File: src/rtl/counter_bank.sv
// Bank of CHANNELS independent up/down counters with sticky overflow flags and registered readback.
// Define COUNTER_BANK_MATCH_EN to add per-channel compare registers and one-cycle match pulses.
module counter_bank #(
    parameter int WIDTH    = 32,
    parameter int CHANNELS = 4,
    parameter int SATURATE = 0,
    localparam int SELW    = (CHANNELS > 1) ? $clog2(CHANNELS) : 1
) (
    input  logic                      clk,
    input  logic                      resetn,
    input  logic [CHANNELS-1:0]       inc,
    input  logic [CHANNELS-1:0]       dec,
    input  logic [CHANNELS-1:0]       clr,
    input  logic [SELW-1:0]           sel,
    input  logic                      load_en,
    input  logic [WIDTH-1:0]          load_data,
    input  logic [CHANNELS-1:0]       ovf_clr,
    input  logic                      cmp_we,
    output logic [CHANNELS-1:0]       ovf,
    output logic [CHANNELS*WIDTH-1:0] cnt_flat,
    output logic [WIDTH-1:0]          rd_data,
    output logic [CHANNELS-1:0]       match
);

    localparam logic [WIDTH-1:0] ALL_ONES = {WIDTH{1'b1}};
    localparam logic [WIDTH-1:0] ALL_ZERO = {WIDTH{1'b0}};

    logic [WIDTH-1:0]    cnt_r     [CHANNELS];
    logic [WIDTH-1:0]    cnt_nxt_s [CHANNELS];
    logic [CHANNELS-1:0] ovf_r;
    logic [CHANNELS-1:0] ovf_set_s;
    logic [WIDTH-1:0]    rd_r;
    logic [WIDTH-1:0]    rd_nxt_s;

    // Next counter value and overflow event per channel, in priority clr > load > inc/dec > hold.
    always_comb begin
        for (int i = 0; i < CHANNELS; i++) begin
            cnt_nxt_s[i] = cnt_r[i];
            ovf_set_s[i] = 1'b0;
            if (clr[i]) begin
                cnt_nxt_s[i] = ALL_ZERO;
            end else if (load_en && (sel == SELW'(i))) begin
                cnt_nxt_s[i] = load_data;
            end else if (inc[i] && !dec[i]) begin
                if (cnt_r[i] == ALL_ONES) begin
                    ovf_set_s[i] = 1'b1;
                    cnt_nxt_s[i] = (SATURATE != 0) ? ALL_ONES : ALL_ZERO;
                end else begin
                    cnt_nxt_s[i] = cnt_r[i] + {{(WIDTH-1){1'b0}}, 1'b1};
                end
            end else if (dec[i] && !inc[i]) begin
                if (cnt_r[i] == ALL_ZERO) begin
                    ovf_set_s[i] = 1'b1;
                    cnt_nxt_s[i] = (SATURATE != 0) ? ALL_ZERO : ALL_ONES;
                end else begin
                    cnt_nxt_s[i] = cnt_r[i] - {{(WIDTH-1){1'b0}}, 1'b1};
                end
            end else begin
                cnt_nxt_s[i] = cnt_r[i];
            end
        end
    end

    // Readback mux; an out-of-range sel never matches a channel and so reads 0.
    always_comb begin
        rd_nxt_s = ALL_ZERO;
        for (int i = 0; i < CHANNELS; i++) begin
            if (sel == SELW'(i)) begin
                rd_nxt_s = cnt_r[i];
            end else begin
                rd_nxt_s = rd_nxt_s;
            end
        end
    end

    // Counter, sticky flag and readback registers; a fresh overflow wins over ovf_clr.
    always_ff @(posedge clk) begin
        if (!resetn) begin
            for (int i = 0; i < CHANNELS; i++) begin
                cnt_r[i] <= ALL_ZERO;
            end
            ovf_r <= {CHANNELS{1'b0}};
            rd_r  <= ALL_ZERO;
        end else begin
            for (int i = 0; i < CHANNELS; i++) begin
                cnt_r[i] <= cnt_nxt_s[i];
            end
            ovf_r <= (ovf_r & ~ovf_clr) | ovf_set_s;
            rd_r  <= rd_nxt_s;
        end
    end

    for (genvar g = 0; g < CHANNELS; g++) begin : g_flat
        assign cnt_flat[g*WIDTH +: WIDTH] = cnt_r[g];
    end

    assign ovf     = ovf_r;
    assign rd_data = rd_r;

`ifdef COUNTER_BANK_MATCH_EN
    logic [WIDTH-1:0]    cmp_r [CHANNELS];
    logic [CHANNELS-1:0] match_r;
    logic [CHANNELS-1:0] hit_s;

    // A clear is not a counting event, so it never raises match even if compare is 0.
    always_comb begin
        for (int i = 0; i < CHANNELS; i++) begin
            hit_s[i] = !clr[i] && (cnt_nxt_s[i] != cnt_r[i]) && (cnt_nxt_s[i] == cmp_r[i]);
        end
    end

    // Compare registers and match pulse; the match uses the pre-edge compare value.
    always_ff @(posedge clk) begin
        if (!resetn) begin
            for (int i = 0; i < CHANNELS; i++) begin
                cmp_r[i] <= ALL_ZERO;
            end
            match_r <= {CHANNELS{1'b0}};
        end else begin
            for (int i = 0; i < CHANNELS; i++) begin
                if (cmp_we && (sel == SELW'(i))) begin
                    cmp_r[i] <= load_data;
                end else begin
                    cmp_r[i] <= cmp_r[i];
                end
            end
            match_r <= hit_s;
        end
    end

    assign match = match_r;
`else
    // cmp_we has no function without compare registers; masking keeps it connected.
    assign match = {CHANNELS{1'b0}} & {CHANNELS{cmp_we}};
`endif

endmodule

File: config.mk
export PLATFORM = sky130hd
export DESIGN_NAME = counter_bank
export DESIGN_NICKNAME = d
export VERILOG_FILES = /design/src/rtl/counter_bank.sv
export SDC_FILE = /design/constraint.sdc
export NUM_CORES = 1
export LEC_CHECK = 0
export BUFFER_PORTS_ARGS = -buffer_cell sky130_fd_sc_hd__buf_2
export CAP_MARGIN = 0
export CELL_PAD_IN_SITES_DETAIL_PLACEMENT = 1
export CELL_PAD_IN_SITES_GLOBAL_PLACEMENT = 1
export CORE_ASPECT_RATIO = 1.25
export CORE_UTILIZATION = 40
export CTS_CLUSTER_DIAMETER = 30
export CTS_CLUSTER_SIZE = 28
export DETAILED_ROUTE_END_ITERATION = 10
export GPL_TIMING_DRIVEN = 0
export MAX_ROUTING_LAYER = met4
export PLACE_DENSITY_LB_ADDON = 0.1
export SYNTH_ARGS = -nofsm -noshare
export SYNTH_HDL_FRONTEND = slang
export SYNTH_SLANG_ARGS = --single-unit
File: constraint.sdc
create_clock -name clk -period 7.3 [get_ports clk]
set_clock_uncertainty 0.05 [all_clocks]
set_input_delay 1.46 -clock clk [delete_from_list [all_inputs] [get_ports clk]]
set_output_delay 1.46 -clock clk [all_outputs]
set_load 0.1 [all_outputs]
==> flow_summary_export.csv <==
group,metric,value,unit
synth,synthCells,1891,
power_and_ir_drop,p_seq_share,27.3,%
synth,avgSynthCellArea,7.23,sq um
synth,ys_seq_elements,164,
drt,first_pass_iters,8,
critical_path,crit-reg2reg-launch,"cnt_r[0][21]",
floorplanning,fp-row-count,75,
timing,fmax,231,MHz
synth,async_flop_share,0,%
global_routing,grt-ovfl-total,0,
critical_path,arrival,4.63,ns
global_routing,grt_max_degree,17,
outcome,violations,"max-capacitance violations",
global_routing,antenna_found_initial,13,
floorplanning,coreArea,0.0336,sq mm
power_and_ir_drop,leakagePower,0.00594,uW
drt,via_per_inst,6.99,
outcome,status,"finished, violations left",
critical_path,cp-end-kind,"flop",
critical_path,crit_fanout,10,
timing,tightest_slew,1.46,ns
power_and_ir_drop,clkPwrFrac,26.4,%
power_and_ir_drop,switchingPower,1790,uW
synth,synth.distinct_cells,73,
drt,ant_nets,0,
critical_path,cp-start-kind,"flop",
clock_tree,cts_buffers,17,
timing,rsz0062_at_grt,"no",
synth,syn_area,0.0137,sq mm
synth,ys_warn_count,0,
placed_design,placed_area,0.0153,sq mm
timing,final_hold_viol_count,0,
power_and_ir_drop,ir_worst_vdd,174,uV
synth,synth_ff_type,"dfxtp_1",
floorplanning,pin_count,222,
placed_design,globalplace.congestion,1.01,
clock_tree,clk_path_buf_depth,2,
clock_tree,htree_levels,4,
clock_tree,path_clk_slew,0.08,ns
cells_and_area,synthToLayoutAreaGrowth,16.8,%
timing,drv_slew,0,
cells_and_area,final_common_cell,"buf_2",
drt,drtIter0Drc,2271,
critical_path,reg2regPathDepth,9,
timing,fin_tns_setup,0,ns
drt,vias,18060,
drt,routed_wl,82000,um
critical_path,reg2reg_to,"cnt_r[0][12]",
clock_tree,cts_resized,0,
power_and_ir_drop,switching_share,48.0,%
power_and_ir_drop,total_power,3730,uW
clock_tree,cts_tree,"done",
clock_tree,cts_hold_buf,0,
worst_hold_path,holdPathEnd,"ovf[3]",
cells_and_area,fin_nets,2195,
power_and_ir_drop,p_per_area,234,mW/mm^2
global_routing,grt_pass1_wl,117000,um
drt,wl_per_cell,31.8,um
placed_design,hpwl,61400,um
clock_tree,clock_latency,0.47,ns
floorplanning,dieArea,0.0349,sq mm
timing,setup_viol,0,
timing,fin_crit_sh,59.3,%
worst_hold_path,holdPathStages,3,
clock_tree,clock_sinks,164,
synth,ys_seq_area_share,24.0,%
synth,synth_edf_count,0,
worst_hold_path,hold_class,"reg2reg",
flow_run,drv_cap,1,
critical_path,cp_data_required_time,7.60,ns
cells_and_area,instances_no_fill,2582,
cells_and_area,nFillCells,4407,
cells_and_area,drive_above_1_share,15.0,%
clock_tree,cts-root-buf,"clkbuf_16",
timing,fin_crit,4.33,ns
critical_path,regToRegSetupSlack,2.97,ns
worst_hold_path,hp-start,"ovf[3]",
power_and_ir_drop,comb_power_share,46.3,%
timing,relSlewSlack,1.94,%
cells_and_area,layout_common_cells,"buf_2, clkbuf_1, dfxtp_1",
global_routing,grt_usage,47.3,%
floorplanning,die_w,167,um
clock_tree,post_cts_buffers,0,
floorplanning,die_h,209,um
power_and_ir_drop,intPower,1940,uW
global_routing,grt_pass1_vias,17424,
placed_design,place_inst,2534,
floorplanning,start_util,40.7,%
placed_design,io_buffers,216,
critical_path,critPathKind,"reg2reg",
cells_and_area,design_area,0.0160,sq mm
drt,detail_route.drc_violations,0,
synthesized netlist by cell type, types with 7 or more instances:
| master | instances | area (sq um) |
|---|---|---|
| a211oi_1 | 24 | 180 |
| a21oi_1 | 148 | 741 |
| a221oi_1 | 15 | 131 |
| a22oi_1 | 13 | 97.6 |
| a31oi_1 | 34 | 213 |
| a32o_1 | 7 | 70.1 |
| and2_1 | 47 | 294 |
| and3_1 | 27 | 169 |
| and4_1 | 13 | 114 |
| buf_1 | 9 | 33.8 |
| buf_2 | 7 | 35.0 |
| clkbuf_1 | 190 | 713 |
| dfxtp_1 | 164 | 3280 |
| ha_1 | 11 | 138 |
| inv_1 | 23 | 86.3 |
| mux4_2 | 32 | 721 |
| nand2_1 | 153 | 574 |
| nand2b_1 | 16 | 100 |
| nand3_1 | 106 | 531 |
| nand4_1 | 43 | 269 |
| nor2_1 | 143 | 537 |
| nor2b_1 | 17 | 106 |
| nor3_1 | 84 | 420 |
| nor4_1 | 42 | 263 |
| o211ai_1 | 26 | 195 |
| o21a_1 | 8 | 60.1 |
| o21ai_0 | 138 | 691 |
| o221ai_1 | 29 | 254 |
| o22ai_1 | 19 | 119 |
| o311ai_0 | 10 | 87.6 |
| o31ai_1 | 21 | 158 |
| or2_2 | 10 | 62.6 |
| or3_1 | 22 | 138 |
| or4_1 | 18 | 135 |
| xnor2_1 | 78 | 683 |
| xor2_1 | 46 | 403 |
metrics by stage:
step	utilization (%)	hold slack, ns	setup slack, ns
after global placement	45.5	0.534	2.78
after global routing	47.5	0.583	2.98
after detailed placement	45.6	0.539	2.72
final	47.5	0.550	2.97
after floorplan	-	0.885	3.76
after CTS	47.4	0.551	3.20
power groups by stage:
| stage | combinational, uW | clock [uW] | sequential (uW) |
|---|---|---|---|
| floorplan | 829 | 0 | 1390 |
| finish | 1730 | 985 | 1020 |
| global placement | 1640 | 0 | 1030 |
| CTS | 1680 | 981 | 1020 |
| detailed placement | 1670 | 0 | 1040 |
| global route | 1800 | 1010 | 1020 |
state kept, by name, summed over array words and instances, names as in the netlist:
register,cells
ovf,4
rd_data,32
cnt_r,128
routing by layer:
metal / vias up / part of all wire [%] / track usage [%]
li1: 7547 / - / -
met1: 8789 / 36 / 53.0
met2: 1319 / 43 / 70.6
met3: 405 / 11 / 12.6
met4: 0 / 8.9 / 38.8
met5: - / 0 / -
critical path: stages, from the launching register on:
cell	delay, ns
dfxtp_1	0.40
clkbuf_1	0.42
nand3_1	0.20
nor4_1	1.19
nand3_1	0.43
nand2_1	0.29
clkbuf_1	0.54
nor2_1	0.25
a221oi_1	0.31
nor2_1	0.11
layout make-up:
type / instances / area (sq um) / area share (%)
Tap cell: 423 / 529 / 3.31
Sequential cell: 164 / 3280 / 20.6
Buffer: 212 / 835 / 5.22
Inverter: 23 / 86.3 / 0.540
Clock inverter: 9 / 116 / 0.729
Timing Repair Buffer: 217 / 1090 / 6.81
Antenna cell: 16 / 40.0 / 0.251
Multi-Input combinational cell: 1495 / 9510 / 59.5
Clock buffer: 23 / 488 / 3.05
how the worst max path moves through the flow:
| stage | start | to | slack (ns) | cells after the start |
|---|---|---|---|---|
| floorplan | cnt_r[0][1] | cnt_r[0][25] | 3.76 | 8 |
| global placement | cnt_r[0][1] | cnt_r[0][12] | 2.78 | 9 |
| detailed placement | sel[0] | cnt_r[0][11] | 2.72 | 8 |
| CTS | sel[0] | cnt_r[0][11] | 3.20 | 8 |
| global route | cnt_r[0][21] | cnt_r[0][12] | 2.98 | 9 |
| finish | cnt_r[0][21] | cnt_r[0][12] | 2.97 | 9 |
cell families after synthesis:
family | after synthesis | synth area share, %
AO/OA/AOI/OAI | 550 | 25.7
flip-flops | 164 | 24.0
other | 1 | 0.0274
multiplexers | 36 | 5.57
buffers and inverters | 235 | 6.73
AND/OR/NAND/NOR | 770 | 29.0
adder cells (fa/ha/maj) | 11 | 1.01
XOR/XNOR | 124 | 7.94
(Power assumes the default switching activity.)
